[src/rtl/mux_deser_pkg.sv]
// Shared types and width bounds for the mux output deserializer.
package mux_deser_pkg;

  typedef enum logic {
    EMPTY = 1'b0,
    FULL  = 1'b1
  } deser_state_t;

  localparam int unsigned DESER_W_MIN = 2;
  localparam int unsigned DESER_W_MAX = 32;

endpackage

[src/rtl/deser_bit_counter.sv]
// Modulo-W bit counter; clr has priority over inc, last flags count == W-1.
module deser_bit_counter #(
  parameter int unsigned W = 8
) (
  input  logic                 clk,
  input  logic                 rst_n,
  input  logic                 inc,
  input  logic                 clr,
  output logic [$clog2(W)-1:0] count,
  output logic                 last
);

  localparam int unsigned   CW       = $clog2(W);
  localparam logic [CW-1:0] LAST_VAL = CW'(W - 1);

  logic [CW-1:0] count_q;
  logic [CW-1:0] count_d;

  always_comb begin
    count_d = count_q;
    if (clr) begin
      count_d = '0;
    end else if (inc) begin
      count_d = (count_q == LAST_VAL) ? '0 : count_q + CW'(1);
    end
  end

  always_ff @(posedge clk) begin
    if (!rst_n) begin
      count_q <= '0;
    end else begin
      count_q <= count_d;
    end
  end

  assign count = count_q;
  assign last  = (count_q == LAST_VAL);

endmodule

[src/rtl/mux_out_deserializer.sv]
// Serial-to-parallel collector with a single-entry valid/ready output word.
// Only the word-completing bit stalls while the previous word is unconsumed.
module mux_out_deserializer
  import mux_deser_pkg::*;
#(
  parameter int unsigned W         = 8,
  parameter bit          MSB_FIRST = 1'b1
) (
  input  logic                 clk,
  input  logic                 rst_n,
  input  logic                 din,
  input  logic                 din_valid,
  output logic                 din_ready,
  input  logic                 flush,
  output logic [W-1:0]         dout,
  output logic                 dout_valid,
  input  logic                 dout_ready,
  output logic [$clog2(W)-1:0] bit_count
);

  if (W < DESER_W_MIN || W > DESER_W_MAX) begin : g_w_check
    $error("mux_out_deserializer: W=%0d outside legal range", W);
  end

  deser_state_t state_q;
  deser_state_t state_d;
  logic [W-2:0] sr_q;
  logic [W-2:0] sr_d;
  logic [W-1:0] dout_q;
  logic [W-1:0] dout_d;
  logic [W-1:0] word_c;
  logic         last;
  logic         acc;
  logic         complete;

  assign dout_valid = (state_q == FULL);
  assign din_ready  = !(dout_valid && !dout_ready && last);
  assign acc        = din_valid && din_ready;
  assign complete   = acc && last && !flush;

  // Shift register plus the incoming bit, in arrival order for the chosen bit order
  assign word_c = MSB_FIRST ? {sr_q, din} : {din, sr_q};

  deser_bit_counter #(
    .W(W)
  ) u_cnt (
    .clk  (clk),
    .rst_n(rst_n),
    .inc  (acc),
    .clr  (flush),
    .count(bit_count),
    .last (last)
  );

  always_comb begin
    sr_d = sr_q;
    if (flush) begin
      sr_d = '0;
    end else if (acc) begin
      sr_d = MSB_FIRST ? word_c[W-2:0] : word_c[W-1:1];
    end
  end

  // Output FSM: a completing word always loads, even on top of a popped one
  always_comb begin
    state_d = state_q;
    dout_d  = dout_q;
    case (state_q)
      EMPTY: begin
        if (complete) begin
          state_d = FULL;
          dout_d  = word_c;
        end
      end
      FULL: begin
        if (complete) begin
          dout_d = word_c;
        end else if (dout_ready) begin
          state_d = EMPTY;
        end
      end
      default: state_d = EMPTY;
    endcase
  end

  always_ff @(posedge clk) begin
    if (!rst_n) begin
      state_q <= EMPTY;
      sr_q    <= '0;
      dout_q  <= '0;
    end else begin
      state_q <= state_d;
      sr_q    <= sr_d;
      dout_q  <= dout_d;
    end
  end

  assign dout = dout_q;

endmodule

[config.mk]
export PLATFORM = sky130hd
export DESIGN_NAME = mux_out_deserializer
export DESIGN_NICKNAME = d
export VERILOG_FILES = /design/src/rtl/mux_deser_pkg.sv /design/src/rtl/deser_bit_counter.sv /design/src/rtl/mux_out_deserializer.sv
export SDC_FILE = /design/constraint.sdc
export NUM_CORES = 1
export LEC_CHECK = 0
export ABC_AREA = 1
export BUFFER_PORTS_ARGS = -buffer_cell sky130_fd_sc_hd__buf_2
export CORE_AREA = 2 2 54 56
export CTS_BUF_LIST = sky130_fd_sc_hd__clkbuf_8
export DETAILED_ROUTE_END_ITERATION = 16
export DIE_AREA = 0 0 56 58
export PLACE_DENSITY_LB_ADDON = 0.15
export SYNTH_ARGS = -nofsm -noshare
export SYNTH_HDL_FRONTEND = slang
export SYNTH_SLANG_ARGS = --single-unit
export TNS_END_PERCENT = 100
[constraint.sdc]
create_clock -name clk -period 1.25 [get_ports clk]
set_input_delay 0.0625 -clock clk [delete_from_list [all_inputs] [get_ports clk]]
set_output_delay 0.0625 -clock clk [all_outputs]
set_load 0.005 [all_outputs]
## Yosys cells after proc, flatten, opt, wreduce, memory -nomap -nowiden

Index checks and enable logic that the tools add are counted.

| operators by class | value |
|---|---|
| add/sub/neg operators | 1 |
| equal/unequal tests | 1 |
| mux-type cells | 6 |
| bitwise gates (word level) | 2 |
| reductions and logical operators | 9 |

Operators by type and width:

| operator | number |
|---|---|
| $mux 8 | 1 |
| $logic_and 1x1->1 | 5 |
| $add 3x1->3 const B | 1 |
| $eq 3x3->1 const B | 1 |
| $logic_not 1->1 | 3 |
| $mux 1 | 3 |
| $mux 3 | 1 |
| $not 1->1 | 2 |
| $pmux 1 s2 | 1 |
| $reduce_or 2->1 | 1 |

| storage, ports and cells | value |
|---|---|
| bits in registers | 19 |
| logic and storage cells | 23 |

## Depth between registers and ports, before layout

Gate-level depths: netlist of run 1.

| depth | value |
|---|---|
| word-level depth | 9 |
| mapped depth | 8 |

## Cells and area by module

A second synthesis of run 1 with hierarchy kept.

| unflattened totals | value |
|---|---|
| cell total of the unflattened synthesis | 127 |
| area, all modules | 894.6 µm² |

By module, submodules not included:

| module | times used | cells an instance | area an instance (µm²) |
|---|---|---|---|
| mux_out_deserializer | 1 | 108 | 750.7 |
| deser_bit_counter | 1 | 19 | 143.9 |

## Least setup slack after synthesis of run 1

No wires, ideal clock.

| timing path | value |
|---|---|
| kind | register to register |
| start | reg u_cnt.count_q[0], in the netlist u_cnt.count[0] |
| end | reg sr_q[3] |
| library setup time | 116 ps |
| arrival | 1192 ps |
| required time | 1134 ps |
| setup slack | -58 ps |
| stages on the path, launching flop included | 8 |
| path buffers | 1 |
| cells stage by stage | dfxtp_1 ha_1 ha_1 nand3_1 nand2_1 buf_2 o21ai_0 nor2_1 |

| on the way | value |
|---|---|
| word-level cells in the longest chain between the ends | 4 |

Ends and longest elaborated chain:

| item | line | RTL |
|---|---|---|
| start, declared | deser_bit_counter.sv:16 | `logic [CW-1:0] count_q;` |
| start signal, assigned | deser_bit_counter.sv:32 | `count_q <= count_d;` |
| $eq 3x3->1 | deser_bit_counter.sv:37 | `assign last = (count_q == LAST_VAL);` |
| $logic_and 1x1->1 | mux_out_deserializer.sv:37 | `assign din_ready = !(dout_valid && !dout_ready && last);` |
| $logic_not 1->1 | mux_out_deserializer.sv:37 |  |
| $logic_and 1x1->1 | mux_out_deserializer.sv:38 | `assign acc = din_valid && din_ready;` |
| end signal, assigned | mux_out_deserializer.sv:93 | `sr_q <= sr_d;` |
| end, declared | mux_out_deserializer.sv:27 | `logic [W-2:0] sr_q;` |

Every way passes these cells.
A chain may end at the register's enable or synchronous reset.

## Worst setup path in the final report of run 1

| timing path | value |
|---|---|
| start | reg u_cnt.count_q[1], in the netlist u_cnt.count[1] |
| end | out din_ready |

| on the way | value |
|---|---|
| word-level cells in the longest chain between the ends | 3 |

Ends and longest elaborated chain:

| item | line | RTL |
|---|---|---|
| $eq 3x3->1 | deser_bit_counter.sv:37 |  |
| $logic_and 1x1->1 | mux_out_deserializer.sv:37 |  |
| $logic_not 1->1 | mux_out_deserializer.sv:37 |  |
| end, declared | mux_out_deserializer.sv:13 | `output logic din_ready,` |

Every way passes these cells.

==> implementation parameters, run 1 <==
Parameter                              Value

Synth
  Count of unique library cells instantiated by Yosys ... 15
  Flop and latch count out of synthesis ... 19
  Post-synth top area cell ... sky130_fd_sc_hd__dfxtp_1
  Mux share of post-synthesis cell area ... 0%
  Area share of xor/xnor cells in the synthesized design ... 0%
  Largest cells by area after synthesis ... sky130_fd_sc_hd__dfxtp_1, sky130_fd_sc_hd__inv_1, sky130_fd_sc_hd__nand2_1
  Synth Warn # ... 0
  Synthesized netlist cell count ... about 130
  Post-Synth Adder-Cell Area ... between 2 and 3%
  Fraction of the mapped netlist area in simple logic gates ... about 33%
  Fraction of the mapped netlist area in compound gates ... under 10%
  Yosys top cell area share ... between 40% and 50%
  Register area share after synthesis ... a little over two fifths
  Synthesized Nets ... ~140
  Synth Area per Inst ... 6.94 µm²
  Total standard cell area after synthesis ... between 800 and 900 µm²
  Largest family of logic cells by synthesized area ... simple AND/OR/NAND/NOR gates

Cells and area
  Leading cell type in the layout, fill and taps excluded ... sky130_fd_sc_hd__inv_1
  Final core utilization ... 45.7%
  Layout cell share with drive strength beyond 1 ... a little under a third
  Diode insertion count for antenna repair ... 0
  Post-synthesis to final-layout area growth ... 36.9%
  Nets ... ~170
  Final design area excluding fillers ... 1220 µm²
  Most frequent cells in the layout ... sky130_fd_sc_hd__inv_1, sky130_fd_sc_hd__nor2_1, sky130_fd_sc_hd__nand2_1, sky130_fd_sc_hd__dfxtp_1, sky130_fd_sc_hd__buf_2

Floorplan
  Die Height ... roughly 58 µm
  Floorplan row count ... 19
  Number of top-level pins ... 19
  Effective utilization at floorplan ... between 30% and 40%
  Die footprint ... 3250 µm²
  Placeable Area ... roughly 2700 µm²
  Die W ... approximately 56 µm

Detailed routing
  Total Wirelength ... 1930 µm
  Residual antenna-violating net count after detailed routing ... 0
  DR DRC count ... 0
  Wire length per cell after detailed routing ... around 10 µm
  DR iter-0 viols ... 18
  Pre-Repair DR Iteration Count ... 4
  Routed via count divided by cell count ... between 4 and 5
  Via count of the routed design ... slightly above 800

GRT
  Global-route wire length before repair ... 3370 µm
  Gr ovfl total ... 0
  Maximum number of pins on one net before global-route repair ... 14
  Number of antenna violations at the first check in global routing ... 0
  Via count of the first global-routing pass ... ~750
  Total Routing Usage GR ... a little over an eighth

Critical path
  Required time worst endpoint ... about 1.2 ns
  Category of the worst setup path capture point ... primary output
  Crit path arrival time ... approximately 1.3 ns
  Crit Path Category ... reg -> out
  Setup crit start kind ... flop
  Critical Path Fanout Max ... 4

Clock network
  Buffer cell driving the clock tree root ... sky130_fd_sc_hd__clkbuf_8
  Reg clk slew, reported paths ... approximately 0.07 ns
  Number of buffers created by CTS ... 3
  Clock insertion delay at the later pin of the skew report ... between 0.2 and 0.3 ns
  Number of sinks handled by clock tree synthesis ... 19
  CTS H-tree depth ... 1
  Largest buffer count on any clock path ... 2
  Number of buffers inserted for hold repair after clock tree synthesis ... 0
  TritonCTS clock tree ... built

Run status
  Status ... finished with violations
  Violated checks ... setup timing

Timing
  Share of the clock period used by the worst path after layout ... 109%
  Unrepaired setup endpoints after global routing ... true
  Final number of setup-violating endpoints ... 18
  Number of max-slew violations in the final report ... 0
  Shortest clock period the worst path allows after layout ... between 1 and 1.5 ns
  Max_slew headroom ... ~81%
  Final-report hold violation count ... 0
  Setup slack after layout ... -0.107 ns
  Worst-Margin Slew ... 0.288 ns
  Fmax ... 0.737 GHz
  Worst-case clock skew ... between 0.003 and 0.004 ns

Power
  Highest ir drop seen on vdd ... about 1000 µV
  Static Leak ... 0.588 nW
  Pwr dens ... a little over 900 nW/µm²

Placement
  Worst slack after detailed placement ... -0.118 ns
  DP HPWL ... approximately 1300 µm
  Global placer's final weighted congestion ... 0.770
  Port bufs ... 18
  Post-detailed-placement cell area ... between 1000 and 1500 µm²

Job
  Max-cap violations ... 0

Worst hold path
  Class of the most critical hold timing path ... in -> reg
==> per-layer routing <==
layer / up-vias / GRT usage, % / wire (µm)
met4: 0 / 3.06 / 13
li1: 446 / - / -
met2: 14 / 21.8 / 872
met1: 358 / 16.9 / 951
met3: 2 / 4.69 / 95
met5: - / 0 / 0
==> area by class of cell <==
type	count	area [µm²]
clock inverters	1	3.75
repair buffers	28	190
fillers	283	1450
multi-input cells	76	438
inverters	31	121
clock buffers	3	41.3
well taps	31	38.8
flip-flops and latches	19	383
==> timing repair <==
action / 4_1_cts / 5_1_grt
setup buffers: 3 / 0
gates cloned: 2 / 0
setup endpoints to repair: 20 / 20
gates resized for setup: 14 / 5
pin swaps: 7 / 6
==> synth_stat cells <==
cell                       n
sky130_fd_sc_hd__nand2_1  25
sky130_fd_sc_hd__o21ai_0   6
sky130_fd_sc_hd__nor2_1   25
sky130_fd_sc_hd__nand3_1   2
sky130_fd_sc_hd__inv_1    29
sky130_fd_sc_hd__a21oi_1   3
sky130_fd_sc_hd__nor2_4    1
sky130_fd_sc_hd__nand4_1   8
sky130_fd_sc_hd__buf_4     2
sky130_fd_sc_hd__ha_1      2
sky130_fd_sc_hd__nand3_4   1
sky130_fd_sc_hd__inv_2     2
sky130_fd_sc_hd__dfxtp_1  19
sky130_fd_sc_hd__buf_2     2
sky130_fd_sc_hd__nor2_8    1
==> power breakdown <==
part | switching, mW | internal (mW) | leakage, nW
logic | 0.0595 | 0.0355 | 0.406
registers | 0.00891 | 0.617 | 0.155
clock network | 0.199 | 0.218 | 0.0269
==> metrics by stage <==
step	hold WS (ns)	std cells	TNS, ns	total power, mW
floorplan	0.219	128	0	0.696
global placement	0.350	180	-0.605	0.725
detailed placement	0.344	180	-1.46	0.727
CTS	0.0699	189	-0.957	1.16
global route	0.0958	189	-2.19	1.20
finish	0.0774	189	-0.788	1.14
==> critical path, stage by stage, from the launching register on <==
cell and delay [ns]:
sky130_fd_sc_hd__dfxtp_2 0.36, sky130_fd_sc_hd__ha_4 0.15, sky130_fd_sc_hd__ha_4 0.13, sky130_fd_sc_hd__nand3_2 0.07
sky130_fd_sc_hd__buf_6 0.14, sky130_fd_sc_hd__buf_6 0.10, sky130_fd_sc_hd__buf_6 0.10
==> registers in the layout (all words and copies together), names as in the netlist <==
signal / cells
u_cnt.count: 3
dout: 8
dout_valid: 1
sr_q: 7
==> path summary, 6_finish.rpt <==
kind | cells past startpoint | to | startpoint | slack, ns
hold reg to reg | 2 | dout_valid$_SDFF_PN0_ | dout_valid$_SDFF_PN0_ | 0.49
hold / removal | 4 | dout_valid$_SDFF_PN0_ | dout_ready | 0.08
setup / recovery | 6 | din_ready | u_cnt.count[1]$_SDFFE_PP0P_ | -0.11
setup reg to reg | 9 | dout[4]$_SDFFE_PN0P_ | u_cnt.count[1]$_SDFFE_PP0P_ | -0.08
==> kinds of logic after synthesis <==
| kind of cell | count (synthesis) |
|---|---|
| fa+ha+maj | 2 |
| compound gates | 9 |
| flops | 19 |
| simple gates | 63 |
| buf+inv | 35 |
Power figures use the tool's default switching activity.
==> inputs of run 2 (changes only) <==
Settings changed: CORE_AREA 2 2 54 56 to 2 2 46 48, DIE_AREA 0 0 56 58 to 0 0 48 50, SKIP_LAST_GASP from default to 1.
==> implementation parameters, run 2 (same netlist as run 1, synthesis figures left out) <==
Parameter                              Value

Run status
  Status ... finished with violations
  Violated checks ... setup timing

Critical path
  Most common cell type on the critical path ... sky130_fd_sc_hd__buf_6
  Crit Path Category ... reg -> out
  Slowest cell on the critical path ... sky130_fd_sc_hd__dfxtp_2
  Crit path arrival time ... ~1.3 ns
  Required time worst endpoint ... about 1.2 ns
  Stage delay of the slowest cell on the critical path ... between 0.3 and 0.4 ns
  Category of the worst setup path capture point ... primary output
  Setup crit start kind ... flop
  Critical Path Fanout Max ... 3
  Critical path, cell by cell ... ha_4 -> ha_4 -> nand3_4 -> buf_6 -> buf_6 -> buf_6

Cells and area
  Nets ... 168
  Post-synthesis to final-layout area growth ... 38.5%
  Filler Cells Inserted ... ~170
  Final design area excluding fillers ... ~1200 µm²
  Most frequent cells in the layout ... sky130_fd_sc_hd__inv_1, sky130_fd_sc_hd__nor2_1, sky130_fd_sc_hd__nand2_1, sky130_fd_sc_hd__dfxtp_1, sky130_fd_sc_hd__buf_2
  Final core utilization ... between 60% and 70%
  Max FFs per register ... 8
  Diode insertion count for antenna repair ... 0
  Area of the multi-input gates ... approximately 440 µm²
  Layout Cells excl Fill ... approximately 190
  Layout cell share with drive strength beyond 1 ... 30.8%
  Leading cell type in the layout, fill and taps excluded ... sky130_fd_sc_hd__inv_1
  Reg area ... ~380 µm²

Detailed routing
  Via count of the routed design ... 841
  Total Wirelength ... ~1900 µm
  DR DRC count ... 0
  Pre-Repair DR Iteration Count ... 4
  Residual antenna-violating net count after detailed routing ... 0
  Routed via count divided by cell count ... 4.52
  Wire length per cell after detailed routing ... 10.2 µm
  DR iter-0 viols ... 13

Job
  Max-cap violations ... 0

Floorplan
  Die W ... about 48 µm
  Effective utilization at floorplan ... between 40 and 50%
  Die Height ... ~50 µm
  Placeable Area ... 1900 µm²
  Number of top-level pins ... 19
  Floorplan row count ... 16
  Die footprint ... 2400 µm²

GRT
  Maximum number of pins on one net before global-route repair ... 14
  Number of antenna violations at the first check in global routing ... 0
  Gr ovfl total ... 0
  Total Routing Usage GR ... between 10% and 20%
  Global-route wire length before repair ... between 3000 and 4000 µm
  Via count of the first global-routing pass ... just under 800

Clock network
  Number of buffers created by CTS ... 3
  Number of sinks handled by clock tree synthesis ... 19
  Buffer cell driving the clock tree root ... sky130_fd_sc_hd__clkbuf_8
  Clock insertion delay at the later pin of the skew report ... about 0.25 ns
  CTS H-tree depth ... 1
  Reg clk slew, reported paths ... around 0.070 ns
  Largest buffer count on any clock path ... 2
  TritonCTS clock tree ... built

Power
  Pwr dens ... approximately 930 nW/µm²
  Static Leak ... 0.599 nW
  Highest ir drop seen on vdd ... 970 µV

Placement
  DP HPWL ... between 1000 and 1500 µm
  Cell count after placement ... roughly 180
  Post-detailed-placement cell area ... 1050 µm²
  Port bufs ... 18
  Global placer's final weighted congestion ... a little under 0.8

Timing
  Unrepaired setup endpoints after global routing ... true
  Shortest clock period the worst path allows after layout ... approximately 1.4 ns
  Final-report hold violation count ... 0
  Setup slack after layout ... -0.102 ns
  Share of the clock period used by the worst path after layout ... 108%
  Number of max-slew violations in the final report ... 0
  Final number of setup-violating endpoints ... 17
  Max_slew headroom ... 81.2%
  Worst-case clock skew ... 0.000880 ns
  Worst-Margin Slew ... about 0.28 ns
  Fmax ... 0.740 GHz
  Worst Hold Slack ... between 0.09 and 0.1 ns

Worst hold path
  Class of the most critical hold timing path ... in -> reg
[run 2: final cells by class]
| type | count | share of cell area (%) |
|---|---|---|
| inverters | 31 | 9.87 |
| clock buffers | 3 | 3.36 |
| clock inverters | 1 | 0.407 |
| multi-input cells | 76 | 35.7 |
| well taps | 27 | 2.75 |
| flip-flops and latches | 19 | 31.1 |
| repair buffers | 29 | 16.8 |
[run 2: timing repair]
action	in CTS	in global routing
endpoints found under the setup margin	19	20
hold buffers	0	0
resized for setup	12	4
pin swaps	17	12
buffers inserted	3	1
cloned	2	0
[run 2: routing by layer]
metal | part of all wire (%) | up-vias | global-route usage (%)
met3 | 3.0 | 0 | 3.30
met1 | 47 | 373 | 24.9
met2 | 50 | 18 | 30.4
met5 | 0 | - | 0
met4 | 0 | 0 | 4.05
li1 | - | 450 | -
[run 2: worst max-delay path: cells and delay by family, from the launching register on]
kind | cells | cell delay, ns
DFF | 1 | 0.36
buffers and inverters | 3 | 0.34
adders and majority gates | 2 | 0.28
and+or+nand+nor | 1 | 0.06
[run 2: stage by stage]
| stage | setup WS [ns] | setup TNS (ns) | power, mW |
|---|---|---|---|
| floorplan | 0.0000868 | 0 | 0.696 |
| global placement | -0.0574 | -0.508 | 0.724 |
| detailed placement | -0.0931 | -0.962 | 0.724 |
| CTS | -0.106 | -0.421 | 1.15 |
| global route | -0.161 | -2.30 | 1.21 |
| finish | -0.102 | -0.614 | 1.15 |
[run 2: path summary, 6_finish.rpt]
check                         startpoint                   end  slack, ns  cells past startpoint
min                                  din  sr_q[0]$_SDFFE_PP0P_        0.1                      3
max reg2reg  u_cnt.count[0]$_SDFFE_PP0P_  dout[1]$_SDFFE_PN0P_      -0.07                      9
min reg2reg         sr_q[6]$_SDFFE_PP0P_  sr_q[6]$_SDFFE_PP0P_       0.50                      2
max          u_cnt.count[0]$_SDFFE_PP0P_             din_ready      -0.10                      6
[run 2: power by group]
part	switching (mW)	leakage, nW	internal [mW]
logic	0.0603	0.418	0.0367
clock network	0.205	0.0255	0.221
registers	0.00910	0.155	0.616
==> inputs of run 3 (changes only) <==
Settings changed: SKIP_CTS_REPAIR_TIMING from default to 1, SYNTH_HIERARCHICAL from default to 1.
==> implementation parameters, run 3 <==
Parameter                              Value

Synth
  Post-synth top area cell ... sky130_fd_sc_hd__dfxtp_1
  Largest cells by area after synthesis ... sky130_fd_sc_hd__dfxtp_1, sky130_fd_sc_hd__inv_1, sky130_fd_sc_hd__nand2_1
  Commonest cells post-synth ... sky130_fd_sc_hd__inv_1, sky130_fd_sc_hd__nand2_1, sky130_fd_sc_hd__nor2_1, sky130_fd_sc_hd__dfxtp_1, sky130_fd_sc_hd__nand4_1
  Total standard cell area after synthesis ... just under 900 µm²
  Yosys top cell area share ... between 40 and 50%
  Synthesized Nets ... roughly 140
  Synthesized netlist cell count ... 127
  Number of enable flip-flop cells after synthesis ... 0
  Register area share after synthesis ... between 40% and 50%
  Most common cell in the netlist ... sky130_fd_sc_hd__inv_1
  Synth Area per Inst ... about 7 µm²
  Share of flip-flops with an asynchronous set or reset ... 0%
  Synth Warn # ... 6
  Flop and latch count out of synthesis ... 19
  Count of unique library cells instantiated by Yosys ... 17
  Main flop type after synthesis ... sky130_fd_sc_hd__dfxtp_1

Worst hold path
  Worst Min Path Start ... dout_ready
  Class of the most critical hold timing path ... in -> reg
  Min-Delay Path Depth ... 4

Power
  Pwr dens ... roughly 980 nW/µm²
  Tot Pwr ... 1.14 mW
  Highest ir drop seen on vdd ... between 500 and 600 µV
  Static Leak ... 0.554 nW

Detailed routing
  Routed via count divided by cell count ... 4.62
  Via count of the routed design ... 841
  DR DRC count ... 0
  Pre-Repair DR Iteration Count ... 4
  Highest routed metal layer ... met4
  WL met3 ... between 70 and 80 µm
  Wire length per cell after detailed routing ... roughly 10 µm
  Wire length on met2 ... between 900 and 1000 µm
  Total Wirelength ... around 1900 µm
  Residual antenna-violating net count after detailed routing ... 0
  DR iter-0 viols ... 18
  Total routed wire length on the met1 layer ... between 800 and 900 µm

Cells and area
  Reg area ... between 300 and 400 µm²
  Leading cell type in the layout, fill and taps excluded ... sky130_fd_sc_hd__inv_1
  Max FFs per register ... 8
  Most frequent cells in the layout ... sky130_fd_sc_hd__inv_1, sky130_fd_sc_hd__nor2_1, sky130_fd_sc_hd__nand2_1, sky130_fd_sc_hd__buf_2, sky130_fd_sc_hd__dfxtp_1
  Layout cell share with drive strength beyond 1 ... about 28%
  Area of the multi-input gates ... approximately 440 µm²
  Final core utilization ... just over 60%
  Post-synthesis to final-layout area growth ... 30.5%
  Diode insertion count for antenna repair ... 0
  Filler Cells Inserted ... around 180
  Nets ... between 150 and 200

Clock network
  Number of sinks handled by clock tree synthesis ... 19
  Largest buffer count on any clock path ... 2
  Number of buffers created by CTS ... 3
  TritonCTS clock tree ... built
  Buffer cell driving the clock tree root ... sky130_fd_sc_hd__clkbuf_8
  CTS H-tree depth ... 1
  Clock insertion delay at the later pin of the skew report ... 0.26 ns
  Reg clk slew, reported paths ... around 0.080 ns

Floorplan
  Die footprint ... 2400 µm²
  Die Height ... ~50 µm
  Die W ... between 40 and 50 µm
  Effective utilization at floorplan ... around 47%
  Placeable Area ... between 1500 and 2000 µm²
  Number of top-level pins ... 19
  Floorplan row count ... 16

GRT
  Number of antenna violations at the first check in global routing ... 0
  Via count of the first global-routing pass ... between 600 and 700
  Total Routing Usage GR ... 16.4%
  Maximum number of pins on one net before global-route repair ... 12
  Global-route wire length before repair ... 2850 µm
  Gr ovfl total ... 0

Critical path
  Crit Path Category ... reg -> out
  Critical Path Fanout Max ... 8
  Crit-path leading delay family ... flip-flops
  Category of the worst setup path capture point ... primary output
  Logic depth of the worst register-to-register path ... 8
  Setup crit start kind ... flop
  Worst path buffer plus inverter count ... 2
  Critical path, cell by cell ... ha_4 -> ha_4 -> nand3_4 -> buf_6 -> buf_2
  Required time worst endpoint ... roughly 1.2 ns
  R2r setup slk ... -0.06 ns
  Crit path arrival time ... 1.26 ns
  Slowest cell on the critical path ... sky130_fd_sc_hd__dfxtp_2
  Levels on crit path ... 5
  Critical R2R Launch ... u_cnt/count[0]$_SDFFE_PP0P_
  Stage delay of the slowest cell on the critical path ... 0.36 ns
  Critical Path Source ... u_cnt/count[0]$_SDFFE_PP0P_
  Most common cell type on the critical path ... sky130_fd_sc_hd__ha_4

Timing
  Final-report hold violation count ... 0
  Number of max-slew violations in the final report ... 0
  Shortest clock period the worst path allows after layout ... 1.32 ns
  Fmax ... roughly 0.76 GHz
  Setup slack after layout ... -0.0739 ns
  Max_slew headroom ... approximately 83%
  Share of the clock period used by the worst path after layout ... 106%
  Unrepaired setup endpoints after global routing ... true
  Worst-Margin Slew ... about 0.25 ns
  Worst-case clock skew ... around 0.0085 ns
  Worst Hold Slack ... 0.112 ns
  Final number of setup-violating endpoints ... 9

Placement
  Global placer's final weighted congestion ... around 0.85
  Port bufs ... 18
  DP HPWL ... roughly 1300 µm

Run status
  Status ... finished with violations
  Violated checks ... setup timing

Job
  Max-cap violations ... 0
## run 3: stage by stage
step	setup TNS (ns)	cells	instance area (µm²)	worst slack (ns)
after CTS	-0.896	177	1090	-0.205
after global routing	-1.31	182	1170	-0.132
after floorplan	0	127	920	0.0181
after global placement	-0.0476	173	1050	-0.0198
final	-0.379	182	1170	-0.0739
after detailed placement	-0.371	173	1050	-0.0560
## run 3: layout make-up
type | count | area share [%]
multi-input combinational | 76 | 37.4
clock inverter | 1 | 0.429
tap | 27 | 2.89
timing repair buffer | 25 | 12.5
clock buffer | 3 | 3.54
inverter | 31 | 10.4
sequential | 19 | 32.8
## run 3: cells by family (layout without fill, tap and decap cells)
kind of cell	count (synthesis)	after routing	share of synthesized area, %
AO/OA/AOI/OAI	10	10	5.59
adder cells (fa/ha/maj)	2	2	2.80
buffers and inverters	34	60	15.9
flip-flops	19	19	42.5
AND/OR/NAND/NOR	62	64	33.1
## run 3: worst register-to-register path: stages (launching register included)
cell,delay (ns)
sky130_fd_sc_hd__dfxtp_2,0.34
sky130_fd_sc_hd__ha_4,0.16
sky130_fd_sc_hd__ha_4,0.17
sky130_fd_sc_hd__nand3_4,0.08
sky130_fd_sc_hd__buf_4,0.16
sky130_fd_sc_hd__nand3_2,0.13
sky130_fd_sc_hd__nand2_1,0.09
sky130_fd_sc_hd__inv_1,0.04
sky130_fd_sc_hd__nor2_1,0.08
## run 3: worst paths after layout
path / endpoint
max: din_ready
min: dout_valid$_SDFF_PN0_
max reg2reg: dout[7]$_SDFFE_PN0P_
min reg2reg: dout[2]$_SDFFE_PN0P_
## run 3: metal layers
layer  vias up  track usage (%)
li1        439                -
met1       380             21.4
met2        18             25.1
met5         -                0
met3         4             3.66
met4         0             6.76
## run 3: power by group
group | leakage [nW] | internal, mW | switching (mW)
combinational | 0.374 | 0.0292 | 0.0564
clock | 0.0255 | 0.222 | 0.210
sequential | 0.155 | 0.615 | 0.00784
total | 0.554 | 0.866 | 0.274
